===== src/rtl/spi_ram_wrapper.sv =====
// rtl/spi_ram_wrapper.sv - SPI slave front end feeding a single-port RAM with serial read-back

// Serial frame receiver/transmitter: collects 11-bit frames into the rx bus, shifts tx bytes out on MISO
module spi_slave #(
  parameter int FRAME_WIDTH = 8
) (
  input  logic                   clk,
  input  logic                   rst_n,
  input  logic                   SS_n,
  input  logic                   MOSI,
  output logic                   MISO,
  output logic [FRAME_WIDTH+1:0] rx_data,
  output logic                   rx_valid,
  input  logic [FRAME_WIDTH-1:0] tx_data,
  input  logic                   tx_valid
);
  localparam int RXW = FRAME_WIDTH + 2;
  localparam int CW  = $clog2(RXW + 1);
  localparam int TCW = $clog2(FRAME_WIDTH + 1);

  typedef enum logic [2:0] {
    IDLE    = 3'd0,
    CHK_CMD = 3'd1,
    WRITE   = 3'd2,
    READ    = 3'd3,
    READ_TX = 3'd4
  } state_t;

  state_t                 state, state_nxt;
  logic [CW-1:0]          cnt;
  logic [RXW-2:0]         shreg;
  logic [RXW-1:0]         frame_nxt;
  logic                   shifting;
  logic                   last_bit;
  logic [FRAME_WIDTH-1:0] tx_shift;
  logic [TCW-1:0]         tx_cnt;
  logic                   tx_active;

  // The frame as it will look once this edge's MOSI bit is shifted in
  assign frame_nxt = {shreg, MOSI};
  // Bits are only taken in WRITE/READ until all ten post-c2 bits have arrived; later MOSI is ignored
  assign shifting  = (state == WRITE || state == READ) && (cnt < CW'(RXW));
  assign last_bit  = shifting && (cnt == CW'(RXW - 1));

  // State register
  always_ff @(posedge clk or negedge rst_n) begin
    if (!rst_n) state <= IDLE;
    else        state <= state_nxt;
  end

  // Next-state: deselect always wins; c2 picks the path; a read-data request diverts to READ_TX
  always_comb begin
    state_nxt = state;
    if (SS_n) begin
      state_nxt = IDLE;
    end else begin
      case (state)
        IDLE:    state_nxt = CHK_CMD;
        CHK_CMD: state_nxt = MOSI ? READ : WRITE;
        READ:    if (last_bit && frame_nxt[RXW-1:RXW-2] == 2'b11) state_nxt = READ_TX;
        default: state_nxt = state;
      endcase
    end
  end

  // Receive shifter, one-cycle rx_valid pulse, and MSB-first MISO serializer
  always_ff @(posedge clk or negedge rst_n) begin
    if (!rst_n) begin
      cnt       <= '0;
      shreg     <= '0;
      rx_valid  <= 1'b0;
      rx_data   <= '0;
      tx_shift  <= '0;
      tx_cnt    <= '0;
      tx_active <= 1'b0;
      MISO      <= 1'b0;
    end else begin
      rx_valid <= 1'b0;
      if (SS_n) begin
        cnt       <= '0;
        tx_cnt    <= '0;
        tx_active <= 1'b0;
        MISO      <= 1'b0;
      end else begin
        if (state == IDLE) cnt <= '0;
        if (shifting) begin
          shreg <= frame_nxt[RXW-2:0];
          cnt   <= cnt + 1'b1;
          if (last_bit) begin
            rx_valid <= 1'b1;
            rx_data  <= frame_nxt;
          end
        end
        if (state == READ_TX) begin
          if (tx_valid) begin
            MISO      <= tx_data[FRAME_WIDTH-1];
            tx_shift  <= {tx_data[FRAME_WIDTH-2:0], 1'b0};
            tx_cnt    <= TCW'(FRAME_WIDTH - 1);
            tx_active <= 1'b1;
          end else if (tx_active) begin
            if (tx_cnt != '0) begin
              MISO     <= tx_shift[FRAME_WIDTH-1];
              tx_shift <= {tx_shift[FRAME_WIDTH-2:0], 1'b0};
              tx_cnt   <= tx_cnt - 1'b1;
            end else begin
              MISO      <= 1'b0;
              tx_active <= 1'b0;
            end
          end
        end
      end
    end
  end
endmodule

// Command decoder plus storage: address registers, write port and registered read-out
module spi_ram #(
  parameter int MEM_DEPTH   = 256,
  parameter int ADDR_SIZE   = 8,
  parameter int FRAME_WIDTH = 8
) (
  input  logic                   clk,
  input  logic                   rst_n,
  input  logic [FRAME_WIDTH+1:0] rx_data,
  input  logic                   rx_valid,
  output logic [FRAME_WIDTH-1:0] dout,
  output logic                   tx_valid
);
  logic [FRAME_WIDTH-1:0] mem [0:MEM_DEPTH-1];
  logic [ADDR_SIZE-1:0]   wr_addr;
  logic [ADDR_SIZE-1:0]   rd_addr;
  logic [1:0]             cmd;
  logic [FRAME_WIDTH-1:0] data_byte;

  assign cmd       = rx_data[FRAME_WIDTH+1:FRAME_WIDTH];
  assign data_byte = rx_data[FRAME_WIDTH-1:0];

  // Address registers and read-data register; tx_valid pulses once per read-data command
  always_ff @(posedge clk or negedge rst_n) begin
    if (!rst_n) begin
      wr_addr  <= '0;
      rd_addr  <= '0;
      dout     <= '0;
      tx_valid <= 1'b0;
    end else begin
      tx_valid <= 1'b0;
      if (rx_valid) begin
        case (cmd)
          2'b00: wr_addr <= data_byte[ADDR_SIZE-1:0];
          2'b10: rd_addr <= data_byte[ADDR_SIZE-1:0];
          2'b11: begin
            dout     <= mem[rd_addr];
            tx_valid <= 1'b1;
          end
          default: ;
        endcase
      end
    end
  end

  // Storage write port; kept out of the reset domain so contents survive reset
  always_ff @(posedge clk) begin
    if (rx_valid && cmd == 2'b01) mem[wr_addr] <= data_byte;
  end
endmodule

// Top level: slave -> rx bus -> RAM -> tx bus -> slave
module spi_ram_wrapper #(
  parameter int MEM_DEPTH   = 256,
  parameter int ADDR_SIZE   = 8,
  parameter int FRAME_WIDTH = 8
) (
  input  logic clk,
  input  logic rst_n,
  input  logic SS_n,
  input  logic MOSI,
  output logic MISO
);
  logic [FRAME_WIDTH+1:0] rx_data;
  logic                   rx_valid;
  logic [FRAME_WIDTH-1:0] tx_data;
  logic                   tx_valid;

  spi_slave #(
    .FRAME_WIDTH(FRAME_WIDTH)
  ) slave_inst (
    .clk     (clk),
    .rst_n   (rst_n),
    .SS_n    (SS_n),
    .MOSI    (MOSI),
    .MISO    (MISO),
    .rx_data (rx_data),
    .rx_valid(rx_valid),
    .tx_data (tx_data),
    .tx_valid(tx_valid)
  );

  spi_ram #(
    .MEM_DEPTH  (MEM_DEPTH),
    .ADDR_SIZE  (ADDR_SIZE),
    .FRAME_WIDTH(FRAME_WIDTH)
  ) ram_inst (
    .clk     (clk),
    .rst_n   (rst_n),
    .rx_data (rx_data),
    .rx_valid(rx_valid),
    .dout    (tx_data),
    .tx_valid(tx_valid)
  );
endmodule


===== config.mk =====
export PLATFORM = sky130hd
export DESIGN_NAME = spi_ram_wrapper
export DESIGN_NICKNAME = d
export VERILOG_FILES = /design/src/rtl/spi_ram_wrapper.sv
export SDC_FILE = /design/constraint.sdc
export NUM_CORES = 2
export LEC_CHECK = 0
export CAP_MARGIN = 10
export CELL_PAD_IN_SITES_DETAIL_PLACEMENT = 1
export CELL_PAD_IN_SITES_GLOBAL_PLACEMENT = 1
export CORE_MARGIN = 2
export CORE_UTILIZATION = 32
export CTS_BUF_LIST = sky130_fd_sc_hd__clkbuf_4
export CTS_CLUSTER_DIAMETER = 60
export DETAILED_ROUTE_END_ITERATION = 16
export PLACE_DENSITY = 0.49
export SYNTH_ARGS = -nofsm -noshare
export SYNTH_HDL_FRONTEND = slang
export SYNTH_SLANG_ARGS = --single-unit

===== constraint.sdc =====
create_clock -name clk -period 3.7 [get_ports clk]
set_input_delay 0.555 -clock clk [delete_from_list [all_inputs] [get_ports clk]]
set_output_delay 0.555 -clock clk [all_outputs]
set_load 0.05 [all_outputs]

==> impl_metrics.env <==
export IMPL_skew_ns=0.1586
export IMPL_grt_start_max_net_pins=125
export IMPL_synthCells=4189
export IMPL_cts_inserted_buffers=583
export IMPL_synth_top_cell_by_area="edfxtp_1"
export IMPL_switchingPower_mw=10.06
export IMPL_clk_latency_ns=1.33
export IMPL_outcome="finished clean"
export IMPL_ys_ff_latch=2113
export IMPL_criticalPathCategory="flop to flop"
export IMPL_io_pins=5
export IMPL_synth_most_common_cell="edfxtp_1"
export IMPL_synth_net_count=4196
export IMPL_die_area_um2=262100
export IMPL_synthFlopType="edfxtp_1"
export IMPL_drive_gt1_share_pct=33.39
export IMPL_async_reset_ff_share_pct=3.076
export IMPL_vias=45040
export IMPL_placementRows=186
export IMPL_portBuffers=4
export IMPL_start_kind="flop"
export IMPL_hold_violations=0
export IMPL_rsz0062_at_grt="false"
export IMPL_die_w_um=512.0
export IMPL_max_vdd_ir_drop_uv=186.8
export IMPL_via_per_inst=5.120
export IMPL_dr_pass1_iters=5
export IMPL_seq_area_frac_synth_pct=76.45
export IMPL_yosysTopAreaCellShare_pct=74.48
export IMPL_synth_avg_cell_area_um2=19.71
export IMPL_yosys_warnings=0
export IMPL_fp_coreArea_um2=256700
export IMPL_finalCritPeriodShare_pct=98.23
export IMPL_nets=5020
export IMPL_wl_per_cell_um=29.12
export IMPL_die_h_um=512.0
export IMPL_post_dp_cell_area_um2=89530
export IMPL_slew_viol_final=0
export IMPL_gp_congestion=0.8031
export IMPL_drt_total_wl_um=256200
export IMPL_setup_viol=0
export IMPL_synth_cell_type_count=67
export IMPL_clock_root_buffer="clkbuf_4"
export IMPL_dpl_hpwl_um=162500
export IMPL_synthTopCellsByCount="edfxtp_1, mux2i_1, mux4_2"
export IMPL_p_per_area_nw_per_um2=485.7
export IMPL_power_internal_mw=36.95
export IMPL_setup_slack_ns=0.06567
export IMPL_relSlewSlack_pct=16.88
export IMPL_start_util_pct=32.17
export IMPL_grt_pass1_vias=47990
export IMPL_pre_cts_slack_ns=0.01323
export IMPL_whs_ns=0.2897
export IMPL_p_clk_share_pct=44.3
export IMPL_rrSetupSlack_ns=0.07
export IMPL_grt_usage_pct=19.26
export IMPL_stdcell_count=8798
export IMPL_p_comb_share_pct=0.4
export IMPL_grt_ovfl_total=0
export IMPL_synth_edff_count=2048
export IMPL_worstPathRequired_ns=4.83
export IMPL_seq_power_share_pct=55.3
export IMPL_setup_tns_ns=0
export IMPL_max_clock_freq_ghz=0.2752
export IMPL_fin_area_um2=96810
export IMPL_antenna_found_initial=15
export IMPL_drv_cap=0
export IMPL_p_sw_share_pct=21.40
export IMPL_drtIter0Drc=3644
export IMPL_numPlacedInstances=7803
export IMPL_hold_class="primary input to asynchronous set/reset pin"
export IMPL_finalWorstPathRequiredPeriod_ns=3.634
export IMPL_drcViolationCount=0
export IMPL_cts_tree="yes"
export IMPL_cp_arrival_ns=4.76
export IMPL_p_leak_nw=32.19
export IMPL_cp_max_fo=16
export IMPL_synth_area_leaders="edfxtp_1, mux4_2, mux2i_1"
export IMPL_syn2layout_area_growth_pct=17.23
export IMPL_clkSinkCount=2113
export IMPL_nFillCells=25380
export IMPL_synth_area_um2=82570
export IMPL_grt_pass1_wl_um=362800
export IMPL_ant_nets=0
export IMPL_clk_path_buf_depth=4
export IMPL_htreeDepth=6
export IMPL_cp_end_kind="flop"
export IMPL_path_clk_slew_ns=0.07
export IMPL_tightest_slew_ns=1.234
==> critical path: stages (launching register included) <==
cell and delay (ns):
dfrtp_4 0.56, buf_12 0.27, buf_12 0.23, buf_4 0.21, mux4_2 0.53, a22o_1 0.29, nor2_1 0.42, a21oi_1 0.34
a32oi_2 0.46, o41ai_2 0.13
==> registers in the layout (all words and copies together) (netlist names) <==
signal                flops
ram_inst.rd_addr          8
slave_inst.cnt            4
slave_inst.MISO           1
slave_inst.tx_cnt         4
slave_inst.shreg          9
ram_inst.wr_addr          8
slave_inst.rx_valid       1
slave_inst.rx_data       10
slave_inst.state          3
ram_inst.tx_valid         1
ram_inst.dout             8
slave_inst.tx_shift       7
slave_inst.tx_active      1
ram_inst.mem           2048
==> cell type report <==
type / instances / area [µm²] / area share (%)
well taps: 3384 / 4234 / 4.374
diodes: 8 / 20.02 / 0.02068
clock inverters: 124 / 739.5 / 0.7639
flip-flops and latches: 2113 / 63170 / 65.26
repair buffers: 484 / 4314 / 4.457
multi-input cells: 1821 / 17870 / 18.46
inverters: 10 / 42.54 / 0.04394
clock buffers: 854 / 6411 / 6.623
==> what timing repair did <==
action | in CTS | in global routing
endpoints found under the setup margin | 2 | 2
cloned | 0 | 0
pin swaps | 0 | 1
hold buffers | 4 | 0
setup buffers | 0 | 5
hold endpoints to repair | 68 | 0
gates resized for setup | 2 | 1
==> layout by cell type, fill, tap and decap left out, types with 11 or more instances in the layout <==
master / instances
inv_2: 13
a221oi_1: 11
nor2_1: 310
mux4_2: 345
o21ai_0: 50
a211oi_1: 29
buf_12: 52
clkinvlp_4: 15
buf_4: 423
a21oi_1: 76
o221ai_1: 54
mux2i_1: 362
nand3_1: 34
o22ai_1: 110
clkinv_1: 75
dfrtp_4: 12
edfxtp_1: 2048
dfrtp_1: 53
a22oi_1: 41
clkbuf_4: 854
nor3_1: 50
mux2_2: 40
a211o_1: 12
nand2_1: 150
==> per-stage QoR <==
stage	util (%)	power, mW
finish	37.71	47.01
global route	37.71	48.93
CTS	37.69	47.75
detailed placement	34.88	26.68
global placement	34.87	26.67
floorplan	-	26.58
==> cells by family (layout without fill, tap and decap cells) <==
group / after synthesis / count (layout) / synth area share, %
other cells: 0 / 8 / 0
compound gates: 446 / 446 / 3.726
xor+xnor: 1 / 1 / 0.01061
flops: 2113 / 2113 / 76.45
mux: 755 / 755 / 14.60
simple gates: 616 / 616 / 3.194
buf+inv: 255 / 1472 / 1.979
fa+ha+maj: 3 / 3 / 0.04546
==> metal layers <==
metal	up-vias	global-route usage [%]	wire length, µm
met4	2	5.284	5408
met5	-	0	13
met3	358	3.535	12680
li1	19190	-	-
met1	24180	26.68	114900
met2	1312	31.04	123200
==> power by group through the flow <==
stage,combinational (mW),sequential (mW),clock [mW]
after CTS,0.187,26.0,21.6
after detailed placement,0.182,26.5,0
after global routing,0.203,26.0,22.7
after floorplan,0.0924,26.5,0
after global placement,0.174,26.5,0
final,0.183,26.0,20.8
==> worst paths after layout <==
path	startpoint	end	depth (start not counted)
setup / recovery	ram_inst.rd_addr[0]	ram_inst.dout[1]	9
hold / removal	rst_n	slave_inst.rx_data[8]	4
setup reg to reg	ram_inst.rd_addr[0]	ram_inst.dout[1]	9
hold reg to reg	slave_inst.shreg[5]	slave_inst.rx_data[6]	1
max in group asynchronous	rst_n	slave_inst.rx_data[4]	4
min in group clk	SS_n	slave_inst.cnt[1]	2
Power figures use the tool's default switching activity.
